<file path="config.mk">
export PLATFORM = sky130hd
export DESIGN_NAME = apb_rr_master
export DESIGN_NICKNAME = d
export VERILOG_FILES = /design/src/rtl/apb_pkg.sv /design/src/rtl/rr_arbiter.sv /design/src/rtl/apb_rr_master.sv
export SDC_FILE = /design/constraint.sdc
export NUM_CORES = 1
export LEC_CHECK = 0
export ABC_AREA = 1
export BUFFER_PORTS_ARGS = -buffer_cell sky130_fd_sc_hd__buf_2
export CAP_MARGIN = 20
export CORE_ASPECT_RATIO = 1.25
export CORE_UTILIZATION = 25
export DETAILED_ROUTE_END_ITERATION = 10
export GPL_TIMING_DRIVEN = 0
export PLACE_DENSITY = 0.62
export SYNTH_ARGS = -nofsm -noshare
export SYNTH_HDL_FRONTEND = slang
export SYNTH_HIERARCHICAL = 1
export SYNTH_SLANG_ARGS = --single-unit
export TNS_END_PERCENT = 100
</file>
<file path="constraint.sdc">
create_clock -name clk -period 11.3 [get_ports clk]
set_clock_uncertainty 0.1 [all_clocks]
set_input_delay 2.26 -clock clk [delete_from_list [all_inputs] [get_ports clk]]
set_output_delay 2.26 -clock clk [all_outputs]
set_load 0.05 [all_outputs]
</file>
<file path="src/rtl/apb_pkg.sv">
// Shared APB definitions: transfer-phase encoding and default bus widths.
package apb_pkg;

  localparam int unsigned DEF_ADDR_W = 32;
  localparam int unsigned DEF_DATA_W = 32;

  typedef enum logic [1:0] {
    ST_IDLE   = 2'b00,
    ST_SETUP  = 2'b01,
    ST_ACCESS = 2'b10
  } apb_state_t;

endpackage

</file>
<file path="src/rtl/rr_arbiter.sv">
// Round-robin arbiter: one-hot grant searched upward from a pointer that
// moves past the winner on each advance strobe.
module rr_arbiter #(
  parameter int unsigned N = 4
) (
  input  logic         clk,
  input  logic         reset,
  input  logic [N-1:0] req,
  input  logic         advance,
  output logic [N-1:0] gnt
);

  localparam int unsigned PW = (N > 1) ? $clog2(N) : 1;

  logic [PW-1:0] ptr;
  logic [PW-1:0] gnt_idx;
  logic [PW-1:0] idx;
  logic          found;

  // First requester at or above ptr, wrapping modulo N
  always_comb begin
    gnt     = '0;
    gnt_idx = ptr;
    idx     = '0;
    found   = 1'b0;
    for (int unsigned off = 0; off < N; off++) begin
      idx = PW'((32'(ptr) + off) % N);
      if (!found && req[idx]) begin
        found      = 1'b1;
        gnt[idx]   = 1'b1;
        gnt_idx    = idx;
      end
    end
  end

  always_ff @(posedge clk or posedge reset) begin
    if (reset) begin
      ptr <= '0;
    end else if (advance) begin
      ptr <= (32'(gnt_idx) == N - 1) ? '0 : PW'(32'(gnt_idx) + 1);
    end
  end

endmodule

</file>
<file path="src/rtl/apb_rr_master.sv">
// Shares one APB master port among NUM_REQ requesters with round-robin
// arbitration, wait-state handling, timeout and per-requester responses.
module apb_rr_master
  import apb_pkg::*;
#(
  parameter int unsigned NUM_REQ = 4,
  parameter int unsigned ADDR_W  = DEF_ADDR_W,
  parameter int unsigned DATA_W  = DEF_DATA_W,
  parameter int unsigned TIMEOUT = 16
) (
  input  logic                        clk,
  input  logic                        reset,
  input  logic [NUM_REQ-1:0]          req_valid_i,
  output logic [NUM_REQ-1:0]          req_ready_o,
  input  logic [NUM_REQ-1:0]          req_write_i,
  input  logic [NUM_REQ*ADDR_W-1:0]   req_addr_i,
  input  logic [NUM_REQ*DATA_W-1:0]   req_wdata_i,
  output logic [NUM_REQ-1:0]          rsp_valid_o,
  output logic [DATA_W-1:0]           rsp_rdata_o,
  output logic                        rsp_err_o,
  output logic                        psel_o,
  output logic                        penable_o,
  output logic [ADDR_W-1:0]           paddr_o,
  output logic                        pwrite_o,
  output logic [DATA_W-1:0]           pwdata_o,
  input  logic                        pready_i,
  input  logic [DATA_W-1:0]           prdata_i,
  input  logic                        pslverr_i
);

  localparam int unsigned TW = $clog2(TIMEOUT + 1);

  apb_state_t           state, state_n;
  logic [TW-1:0]        tcnt;
  logic [NUM_REQ-1:0]   gnt;
  logic [NUM_REQ-1:0]   cap_gnt;
  logic                 arb_point;
  logic                 complete;
  logic                 advance;
  logic                 sel_write;
  logic [ADDR_W-1:0]    sel_addr;
  logic [DATA_W-1:0]    sel_wdata;

  rr_arbiter #(.N(NUM_REQ)) u_arb (
    .clk     (clk),
    .reset   (reset),
    .req     (req_valid_i),
    .advance (advance),
    .gnt     (gnt)
  );

  // Next-state logic; arbitration happens in IDLE and on the completing ACCESS cycle
  always_comb begin
    state_n   = state;
    arb_point = 1'b0;
    complete  = 1'b0;
    case (state)
      ST_IDLE: begin
        arb_point = 1'b1;
        state_n   = (|req_valid_i) ? ST_SETUP : ST_IDLE;
      end
      ST_SETUP: begin
        state_n = ST_ACCESS;
      end
      ST_ACCESS: begin
        complete = pready_i || (tcnt == TW'(TIMEOUT));
        if (complete) begin
          arb_point = 1'b1;
          state_n   = (|req_valid_i) ? ST_SETUP : ST_IDLE;
        end
      end
      default: begin
        state_n = ST_IDLE;
      end
    endcase
  end

  assign advance     = arb_point && (|req_valid_i);
  assign req_ready_o = advance ? gnt : '0;

  // Winner's request fields
  always_comb begin
    sel_write = 1'b0;
    sel_addr  = '0;
    sel_wdata = '0;
    for (int unsigned i = 0; i < NUM_REQ; i++) begin
      if (gnt[i]) begin
        sel_write = req_write_i[i];
        sel_addr  = req_addr_i[i*ADDR_W +: ADDR_W];
        sel_wdata = req_wdata_i[i*DATA_W +: DATA_W];
      end
    end
  end

  always_ff @(posedge clk or posedge reset) begin
    if (reset) begin
      state     <= ST_IDLE;
      psel_o    <= 1'b0;
      penable_o <= 1'b0;
    end else begin
      state     <= state_n;
      psel_o    <= (state_n != ST_IDLE);
      penable_o <= (state_n == ST_ACCESS);
    end
  end

  // ACCESS-cycle counter: 1 on entry, cleared outside ACCESS
  always_ff @(posedge clk or posedge reset) begin
    if (reset) begin
      tcnt <= '0;
    end else if (state_n == ST_ACCESS) begin
      tcnt <= (state == ST_ACCESS) ? TW'(tcnt + 1'b1) : TW'(1);
    end else begin
      tcnt <= '0;
    end
  end

  always_ff @(posedge clk or posedge reset) begin
    if (reset) begin
      cap_gnt  <= '0;
      pwrite_o <= 1'b0;
      paddr_o  <= '0;
      pwdata_o <= '0;
    end else if (advance) begin
      cap_gnt  <= gnt;
      pwrite_o <= sel_write;
      paddr_o  <= sel_addr;
      pwdata_o <= sel_wdata;
    end
  end

  // Response lands the cycle after completion; data only for clean reads
  always_ff @(posedge clk or posedge reset) begin
    if (reset) begin
      rsp_valid_o <= '0;
      rsp_err_o   <= 1'b0;
      rsp_rdata_o <= '0;
    end else if (complete) begin
      rsp_valid_o <= cap_gnt;
      rsp_err_o   <= pready_i ? pslverr_i : 1'b1;
      rsp_rdata_o <= (pready_i && !pslverr_i && !pwrite_o) ? prdata_i : '0;
    end else begin
      rsp_valid_o <= '0;
      rsp_err_o   <= 1'b0;
      rsp_rdata_o <= '0;
    end
  end

endmodule
</file>
# Word-level counts from Yosys, hierarchy flattened
# Index checks and enable logic that the tools add are counted.
# classes
n_addsub,5
order_cmp,8
n_eq_ne,5
n_mux,53
bitwise_logic,3
reduce_logical,19
# op_table
cell,count
$mux W32,10
$mux W4,6
$mux W1,20
$lt A2 B3 Y1 const B,4
$or A4 B4 Y4,3
$logic_and A1 B1 Y1,10
$mux W2,5
$mux W5,2
$bmux W1 S2,4
$demux W1 S2,4
$ge A2 B1 Y1 const B,4
$eq A2 B2 Y1 const B,3
$pmux W2 S3,1
$add A5 B1 Y5 const B,1
$eq A5 B5 Y1 const B,1
$logic_not A1 Y1,5
$add A2 B1 Y2 const B,2
$add A2 B2 Y2 const B,2
$reduce_or A4 Y1,1
$eq A2 B1 Y1 const B,1
$logic_not A2 Y1,1
$pmux W1 S2,1
$reduce_bool A2 Y1,1
$logic_or A1 B1 Y1,1
# word_totals
reg_bits,117
inputBits,300
out_inout_bits,108
wordCells,105

# Longest topological paths before layout
# Gate-level depths: netlist of the first run.
# logic_depth
ltp_word,16
ltp_mapped,19
depth_no_buf,16

# Cells and area by module
# The synthesis of the first run kept the hierarchy.
# by_module_without_submodules
mod,instances,cells_each,area_per_inst_um2,seq_area_each_um2
apb_rr_master,1,1001,6642.6,2877.8
rr_arbiter,1,96,581.8,50.0

# Worst setup path before layout of the first run
# OpenSTA, ideal clock, no wires.
# synth_path
kind,in2out
startpoint,in req_valid_i[1]
endpoint,out req_ready_o[3]
arrival_time_ps,4157
t_required_ps,8940
setup_slack_ps,4783
path_stages,12
path_buffers,3
path_cell_list,nand2_1 > nand3_2 > nand2_4 > nand3_1 > inv_1 > a21oi_1 > o21ai_0 > clkbuf_1 > buf_2 > buf_2 > inv_1 > nor2_1
# synth_between
elab_chain_len,13
elab_cells_between_ends,27
cone_classes,mux: 16; bitwise: 3; reduce/logical: 8
# synth_lines
element,line_no,rtl
"start, declared",apb_rr_master.sv:13,"input logic [NUM_REQ-1:0] req_valid_i,"
$bmux W1 S2,rr_arbiter.sv:28,if (!found && req[idx]) begin
$mux W1 (not written as such),rr_arbiter.sv:28,
$mux W1,rr_arbiter.sv:28,
$logic_not A1 Y1,rr_arbiter.sv:28,
$logic_and A1 B1 Y1,rr_arbiter.sv:28,
$mux W1,rr_arbiter.sv:28,
$logic_not A1 Y1,rr_arbiter.sv:28,
$logic_and A1 B1 Y1,rr_arbiter.sv:28,
$mux W1,rr_arbiter.sv:28,
$logic_not A1 Y1,rr_arbiter.sv:28,
$logic_and A1 B1 Y1,rr_arbiter.sv:28,
$mux W4 (*),rr_arbiter.sv:28,
net gnt[3],apb_rr_master.sv:35,logic [NUM_REQ-1:0] gnt;
$mux W4 (*),apb_rr_master.sv:79,assign req_ready_o = advance ? gnt : '0;
"end, declared",apb_rr_master.sv:14,"output logic [NUM_REQ-1:0] req_ready_o,"
# Mark *: on every way through the listed nets, which the timed path passes. The rest lies on a longest branch. The select of a mux whose other input is x is not followed.

# Final worst setup path of the first run
# layout_path
startpoint,in req_valid_i[1]
endpoint,out req_ready_o[0]
# Same word-level chain as after synthesis.

==> results of run 1 <==
-- cell usage in the layout, fill, tap and decap left out, types with 3 or more instances in the layout --
master and count:
clkbuf_16 17, nand2_1 486, nand3_1 85, ha_1 7, buf_1 4, nor2_2 3
o21ai_0 12, clkbuf_1 18, dfrtp_1 117, o22ai_1 3, inv_8 4, a21oi_1 75
inv_1 34, nor3b_1 32, nor2_1 151, inv_6 9, nand2_2 8, buf_4 3
buf_2 448, nand2_4 3, buf_6 6
-- per-stage QoR --
| stage | utilization, % | area [sq um] | hold slack, ps |
|---|---|---|---|
| global route | 36.4 | 10300 | 394 |
| floorplan | - | 7220 | 353 |
| detailed placement | 34.3 | 9740 | 360 |
| finish | 36.4 | 10300 | 373 |
| global placement | 34.2 | 9710 | 357 |
| CTS | 36.4 | 10300 | 378 |
-- kinds of logic after synthesis --
family / synth area share, %
xor+xnor: 0.243
buf+inv: 7.22
fa+ha+maj: 1.21
flops: 40.5
compound gates: 6.29
simple gates: 44.5
-- final timing paths --
check                           cells past startpoint           start        endpoint
min in group asynchronous                           2           reset    u_arb/ptr[0]
worst min-delay path                                2     pwdata_o[6]     pwdata_o[6]
max in group asynchronous                           3           reset     paddr_o[11]
worst min register to register                      2     pwdata_o[6]     pwdata_o[6]
worst max-delay path                               11  req_valid_i[1]  req_ready_o[0]
worst max register to register                     17    u_arb/ptr[1]     paddr_o[27]
-- Yosys cell counts --
cell type	instances
xor2_1	2
nand3_2	1
nand3_4	1
nand3b_1	1
inv_6	1
buf_1	4
o21ai_0	12
dfrtp_1	117
nor2_2	3
buf_2	41
nand4_4	1
a21oi_1	75
inv_2	1
ha_1	7
buf_4	3
nor3b_1	32
buf_6	6
nand2_2	8
nand2_4	3
clkbuf_1	18
o22ai_1	3
inv_1	35
nor2_1	151
nand2_1	486
nand3_1	85
-- per-layer routing --
layer	track usage, %	up-vias
li1	-	4291
met1	25.6	4045
met2	36.7	357
met3	4.40	50
met4	7.46	2
met5	0	-
-- layout make-up --
cell class	instances	area, sq um	area share, %
diodes	1	2.50	0.0242
plain buffers	72	378	3.65
clock buffers	17	425	4.11
clock inverters	15	181	1.75
inverters	37	149	1.44
multi-input cells	871	3770	36.5
flip-flops and latches	117	2930	28.3
well taps	355	444	4.29
repair buffers	408	2060	20.0
-- worst max-delay path, stage by stage --
cell and delay (ps):
buf_2 120, nand2_1 100, nand3_2 120, nand2_4 170, nand4_4 150, o21ai_0 430, buf_2 370, buf_2 280
inv_1 80, nor2_1 220, buf_2 310
-- power by group through the flow --
stage                     logic [mW]  registers, mW  clock network [mW]
after floorplan                 1.73          0.998                   0
after global placement          2.95          0.632                   0
after detailed placement        2.98          0.633                   0
after CTS                       2.99          0.629               0.594
after global routing            3.31          0.645               0.612
final                           2.96          0.629               0.577
-- sequential cells by signal (all words and copies together), names as in the netlist --
signal	cells
tcnt	5
penable_o	1
rsp_err_o	1
state	2
cap_gnt	4
pwdata_o	32
u_arb/ptr	2
pwrite_o	1
psel_o	1
paddr_o	32
rsp_valid_o	4
rsp_rdata_o	32
==> impl_metrics.py, run 1 <==
metrics = {
    "die": {
        "initial_core_util_pct": 25.4,
        "ios": 408,
        "dieArea_sq_um": 29600,
        "die_w_um": 154,
        "dieHeight_um": 192,
        "core_sq_um": 28400,
        "num_rows": 69,
    },
    "setup_path": {
        "path_class": "in -> out",
        "critPathArrivalTime_ps": 4630,
        "r2r_slack_ps": 7590,
        "crit_fanout": 10,
        "worst_ep_required_time_ps": 8940,
        "start_kind": "input port",
        "cp-end-kind": "output port",
    },
    "timing": {
        "finalHoldViolCount": 0,
        "fin_crit_ps": 6990,
        "worst_pin_slew_ps": 642,
        "max_freq_mhz": 143,
        "slew_headroom_pct": 57.2,
        "tns_ps": 0,
        "finalSetupViolations": 0,
        "rsz0062_at_grt": "no",
        "fin_ws_ps": 4310,
        "post-route-period-util_pct": 61.9,
        "slew_viol_final": 0,
    },
    "global_route": {
        "grt_overflow": 0,
        "grt_pass1_wl_um": 46700,
        "first_global_vias": 8283,
        "grt_max_degree": 70,
        "antenna_found_initial": 1,
        "gr-usage-all-layers_pct": 21.1,
    },
    "hold_path": {
        "min_path_type": "reg -> reg",
    },
    "routing": {
        "drt_wl_total_um": 31500,
        "num_vias": 8745,
        "ant_nets": 0,
        "met1Wirelength_um": 13200,
        "dr.pass1.iters": 5,
        "wl_met3_um": 1860,
        "highest_layer": "met5",
        "drc_errors": 0,
        "wl_met2_um": 15800,
        "drt_iter0_drc": 639,
        "routed_via_density": 4.62,
        "wl_per_cell_um": 16.7,
    },
    "clocking": {
        "root_buffer": "clkbuf_16",
        "insertion_delay_ps": 410,
        "cts_max_level": 4,
        "cts_resized": 0,
        "cts_buffers": 17,
        "cts_tree": "yes",
        "postCtsSetupBuffers": 0,
        "cts_sinks": 117,
        "cts_buffer_depth": 2,
        "cts_hold_buffers": 0,
        "clk_pin_slew_ps": 70,
    },
    "final_layout": {
        "finalNetCount": 1831,
        "num-fill-cells": 3113,
        "drive_above_1_share_pct": 33.2,
        "layoutNonFillerInstCount": 1893,
        "area_growth_pct": 43.2,
    },
    "power": {
        "seqPwrFrac_pct": 15.1,
        "clkPwrFrac_pct": 13.8,
        "power_switching_share_pct": 58.6,
        "total_power_mw": 4.17,
        "peakVddDrop_mv": 0.219,
        "p_switching_mw": 2.44,
        "combPwrFrac_pct": 71.1,
        "internal-power_mw": 1.73,
        "p_leak_nw": 6.07,
        "p_per_area_nw_per_um2": 403,
    },
    "job": {
        "maxCapViolCount": 0,
    },
    "synthesis": {
        "synth_top_area_cell": "dfrtp_1",
        "ys_warn_count": 6,
        "synth_cell_types": 25,
        "netlist.area_leader.share_pct": 40.5,
        "yosysSeqAreaShare_pct": 40.5,
        "yosys-top-cells-area": "dfrtp_1 (41%), nand2_1 (25%), nor2_1 (7.8%)",
        "avgSynthCellArea_sq_um": 6.59,
        "syn_inst": 1097,
        "yosys_register_bits": 117,
        "synthesis.area_sq_um": 7220,
        "synth_nets": 1404,
    },
    "place": {
        "portBuffers": 407,
        "dp_hpwl_um": 24700,
        "gp_congestion": 0.915,
        "pre_cts_ws_ps": 4330,
        "dpl.cell_count": 1860,
    },
    "status": {
        "status": "completed",
    },
}
No activity file was read; power rests on OpenSTA's default activity.
==> run 2, diff against run 1 <==
Settings changed: PLACE_DENSITY 0.62 to 0.64.
Clock period 11.3 ns to 6.1 ns, I/O delays scaled along.
==> impl_metrics.py, run 2 (synthesis results as in run 1) <==
metrics = {
    "status": {
        "status": "completed",
    },
    "timing": {
        "post-route-period-util_pct": 84.8,
        "slew_headroom_pct": 55.7,
        "fin_crit_ps": 5180,
        "whs_ps": 374,
        "finalHoldViolCount": 0,
        "max_freq_mhz": 193,
        "tns_ps": 0,
        "slew_viol_final": 0,
        "rsz0062_at_grt": "no",
        "finalSetupViolations": 0,
        "fin_ws_ps": 924,
        "worst_pin_slew_ps": 664,
    },
    "die": {
        "dieArea_sq_um": 29600,
        "num_rows": 69,
        "die_w_um": 154,
        "dieHeight_um": 192,
        "core_sq_um": 28400,
        "initial_core_util_pct": 25.4,
        "ios": 408,
    },
    "clocking": {
        "cts_tree": "yes",
        "clk_pin_slew_ps": 60,
        "cts_buffer_depth": 2,
        "cts_buffers": 17,
        "insertion_delay_ps": 420,
        "postCtsSetupBuffers": 0,
        "cts_sinks": 117,
        "cts_resized": 0,
        "cts_hold_buffers": 0,
        "root_buffer": "clkbuf_16",
        "cts_max_level": 4,
    },
    "routing": {
        "ant_nets": 0,
        "routed_via_density": 4.65,
        "dr.pass1.iters": 5,
        "num_vias": 8803,
        "drt_iter0_drc": 523,
        "drc_errors": 0,
        "wl_per_cell_um": 16.5,
        "drt_wl_total_um": 31200,
    },
    "global_route": {
        "grt_max_degree": 69,
        "grt_overflow": 0,
        "gr-usage-all-layers_pct": 21.0,
        "grt_pass1_wl_um": 46200,
        "first_global_vias": 8382,
        "antenna_found_initial": 3,
    },
    "place": {
        "portBuffers": 407,
        "gp_congestion": 0.924,
        "dp_hpwl_um": 24400,
        "place_area_sq_um": 9740,
        "pre_cts_ws_ps": 1080,
    },
    "final_layout": {
        "design_area_sq_um": 10300,
        "layout_common_cells": "nand2_1 (486), buf_2 (448), nor2_1 (151)",
        "num-fill-cells": 3102,
        "final_common_cell": "nand2_1",
        "drive_above_1_share_pct": 33.1,
        "area_growth_pct": 42.7,
        "finalNetCount": 1831,
        "reg.largest.list": "paddr_o: 32 flops, pwdata_o: 32 flops, rsp_rdata_o: 32 flops",
    },
    "setup_path": {
        "start_kind": "flop",
        "worst_ep_required_time_ps": 4780,
        "crit_fanout": 10,
        "cp-end-kind": "output port",
        "path_class": "reg -> out",
        "critPathArrivalTime_ps": 3860,
    },
    "job": {
        "maxCapViolCount": 0,
    },
    "hold_path": {
        "min_path_type": "reg -> reg",
    },
    "power": {
        "total_power_mw": 7.65,
        "p_leak_nw": 6.04,
        "peakVddDrop_mv": 0.333,
        "p_per_area_nw_per_um2": 742,
    },
}
[run 2: cell types whose count changed in the layout (fill, tap and decap cells not counted)]
cell / previous run / this run
inv_8: 4 / 0
clkbuf_1: 18 / 20
clkinv_4: 0 / 2
inv_6: 9 / 7
bufinv_16: 2 / 1
clkbuf_8: 0 / 1
clkinv_2: 0 / 1
clkinvlp_4: 2 / 3
diode_2: 1 / 2
[run 2: area by class of cell]
type,count,area [sq um],area share [%]
multi-input combinational,871,3770,36.6
sequential,117,2930,28.4
timing repair buffer,408,2060,20.0
clock buffer,20,447,4.33
tap,355,444,4.31
buffer,72,378,3.67
inverter,37,149,1.44
clock inverter,12,119,1.15
antenna,2,5.00,0.0485
[run 2: path summary, 6_finish.rpt]
| check | startpoint | to | slack, ps | cells after the start |
|---|---|---|---|---|
| worst max-delay path | u_arb/ptr[1] | req_ready_o[3] | 920 | 15 |
| worst min-delay path | paddr_o[19] | paddr_o[19] | 370 | 2 |
| worst max register to register | u_arb/ptr[1] | paddr_o[26] | 2290 | 15 |
| worst min register to register | paddr_o[19] | paddr_o[19] | 370 | 2 |
| max in group asynchronous | reset | paddr_o[23] | 4470 | 3 |
| min in group asynchronous | reset | u_arb/ptr[0] | 580 | 2 |
[run 2: worst max-delay path, cell delays in order, from the launching register on]
cell	delay, ps
dfrtp_1	530
inv_1	200
ha_1	380
inv_1	140
nand3_1	90
nand2_1	180
nand3_1	150
inv_1	150
a21oi_1	80
o21ai_0	90
clkbuf_1	300
buf_2	380
buf_2	290
inv_1	80
nor2_1	100
buf_2	270
[run 2: per-stage QoR]
| step | instances | utilization [%] |
|---|---|---|
| after CTS | 1892 | 36.3 |
| final | 1894 | 36.3 |
| after global placement | 1859 | 34.2 |
| after detailed placement | 1860 | 34.3 |
| after global routing | 1894 | 36.3 |
| after floorplan | 1097 | - |
[run 2: report_power, final]
part	total [mW]	switching, mW	internal (mW)
combinational	5.50	3.95	1.55
sequential	1.17	0.134	1.03
clock	0.986	0.408	0.578
total	7.65	4.49	3.16
[run 2: per-layer routing]
metal  track usage (%)  vias up  routed length, um
li1                  -     4289                  -
met1              25.1     4021              12700
met2              36.4      421              15400
met3              4.54       70               2060
met4              8.50        2                967
met5                 0        -                 11
==> run 3, diff against run 2 <==
Clock period 6.1 ns to 4.5 ns, I/O delays scaled along.
==> impl_metrics.py, run 3 (synthesis results as in run 1) <==
metrics = {
    "setup_path": {
        "crit_fanout": 19,
        "path_class": "reg -> out",
        "cp-end-kind": "output port",
        "crit_path_start": "u_arb/ptr[0]",
        "r2r_cells": 18,
        "slowest_delay_ps": 430,
        "crit_chain": "buf_6 -> inv_6 -> ha_1 -> inv_1 -> nand3_1 -> nand2_2 -> nand4_4 -> o21ai_0 -> inv_1 -> buf_4 -> nor2_1 -> clkbuf_4",
        "cp_slowest_cell": "dfrtp_1",
        "crit_top_cell": "inv_1",
        "r2r_start": "u_arb/ptr[0]",
        "worst_ep_required_time_ps": 3500,
        "critPathArrivalTime_ps": 3150,
        "start_kind": "flop",
    },
    "final_layout": {
        "layout_common_cells": "nand2_1 (485), buf_2 (436), nor2_1 (151)",
        "area_growth_pct": 43.0,
        "register_area_sq_um": 2930,
        "drive_above_1_share_pct": 33.1,
        "num-fill-cells": 3098,
        "multiInputGateArea_sq_um": 3780,
        "design_area_sq_um": 10300,
        "reg.largest.list": "paddr_o: 32 flops, pwdata_o: 32 flops, rsp_rdata_o: 32 flops",
        "final_common_cell": "nand2_1",
        "finalNetCount": 1827,
    },
    "routing": {
        "routed_via_density": 4.64,
        "drt_iter0_drc": 592,
        "drc_errors": 0,
        "drt_wl_total_um": 31000,
        "ant_nets": 0,
        "wl_per_cell_um": 16.4,
        "num_vias": 8773,
        "dr.pass1.iters": 5,
    },
    "timing": {
        "rsz0062_at_grt": "no",
        "slew_viol_final": 0,
        "finalHoldViolCount": 0,
        "finalSetupViolations": 0,
        "worst_pin_slew_ps": 704,
        "max_freq_mhz": 241,
        "fin_crit_ps": 4150,
        "post-route-period-util_pct": 92.3,
        "slew_headroom_pct": 53.0,
    },
    "clocking": {
        "cts_hold_buffers": 0,
        "cts_buffers": 17,
        "cts_max_level": 4,
        "insertion_delay_ps": 420,
        "cts_sinks": 117,
        "postCtsSetupBuffers": 0,
        "cts_resized": 9,
        "clk_pin_slew_ps": 60,
        "cts_tree": "yes",
        "root_buffer": "clkbuf_16",
        "cts_buffer_depth": 2,
    },
    "power": {
        "peakVddDrop_mv": 0.445,
        "internal-power_mw": 4.31,
        "p_leak_nw": 6.03,
        "p_switching_mw": 6.08,
        "seqPwrFrac_pct": 15.2,
        "combPwrFrac_pct": 71.9,
        "clkPwrFrac_pct": 12.9,
        "total_power_mw": 10.4,
        "power_switching_share_pct": 58.5,
        "p_per_area_nw_per_um2": 1010,
    },
    "die": {
        "die_w_um": 154,
        "dieHeight_um": 192,
        "num_rows": 69,
        "initial_core_util_pct": 25.4,
        "core_sq_um": 28400,
        "dieArea_sq_um": 29600,
        "ios": 408,
    },
    "place": {
        "dp_hpwl_um": 24400,
        "portBuffers": 407,
        "gp_congestion": 0.924,
        "place_area_sq_um": 9740,
    },
    "global_route": {
        "grt_pass1_wl_um": 46200,
        "gr-usage-all-layers_pct": 21.0,
        "grt_overflow": 0,
        "grt_max_degree": 69,
        "antenna_found_initial": 3,
        "first_global_vias": 8384,
    },
    "hold_path": {
        "min_path_type": "in -> async",
    },
    "status": {
        "status": "completed",
    },
    "job": {
        "maxCapViolCount": 0,
    },
}
[run 3: final cells by class]
type	instances	share of cell area (%)
antenna	2	0.0485
clock inverter	12	1.15
tap	355	4.30
timing repair buffer	408	20.1
sequential	117	28.4
clock buffer	20	4.33
buffer	68	3.67
multi-input combinational	871	36.6
inverter	37	1.44
[run 3: worst paths after layout]
path | endpoint | slack (ps)
setup / recovery | req_ready_o[2] | 350
min in group clk | paddr_o[19] | 370
setup reg to reg | paddr_o[26] | 960
hold / removal | u_arb/ptr[0] | 260
max in group asynchronous | paddr_o[23] | 3190
hold reg to reg | paddr_o[19] | 370
[run 3: per-layer routing]
layer | global-route usage [%] | wire [um]
met4 | 8.50 | 952
met1 | 25.1 | 12900
met5 | 0 | 11
met3 | 4.54 | 1980
met2 | 36.4 | 15300
[run 3: worst max-delay path, delay by kind of cell (launching register included)]
family	cells	cell delay, ps
buffers and inverters	6	1050
AND/OR/NAND/NOR	4	520
flip-flops	1	430
adder cells (fa/ha/maj)	1	350
AO/OA/AOI/OAI	1	370
[run 3: power by group through the flow]
stage | Combinational, mW | Clock (mW) | Sequential [mW]
floorplan | 4.34 | 0 | 2.51
global placement | 7.40 | 0 | 1.58
detailed placement | 7.47 | 0 | 1.59
CTS | 7.51 | 1.38 | 1.58
global route | 8.30 | 1.43 | 1.62
finish | 7.47 | 1.34 | 1.58
[run 3: stage by stage]
step	TNS [ps]	util [%]	hold slack [ps]	instances	worst slack [ps]
after CTS	0	36.3	241	1892	40.3
after floorplan	0	-	353	1097	456
after global routing	0	36.4	247	1890	19.1
final	0	36.4	261	1890	347
after detailed placement	0	34.3	360	1860	65.3
after global placement	-129490	34.2	358	1859	-1140
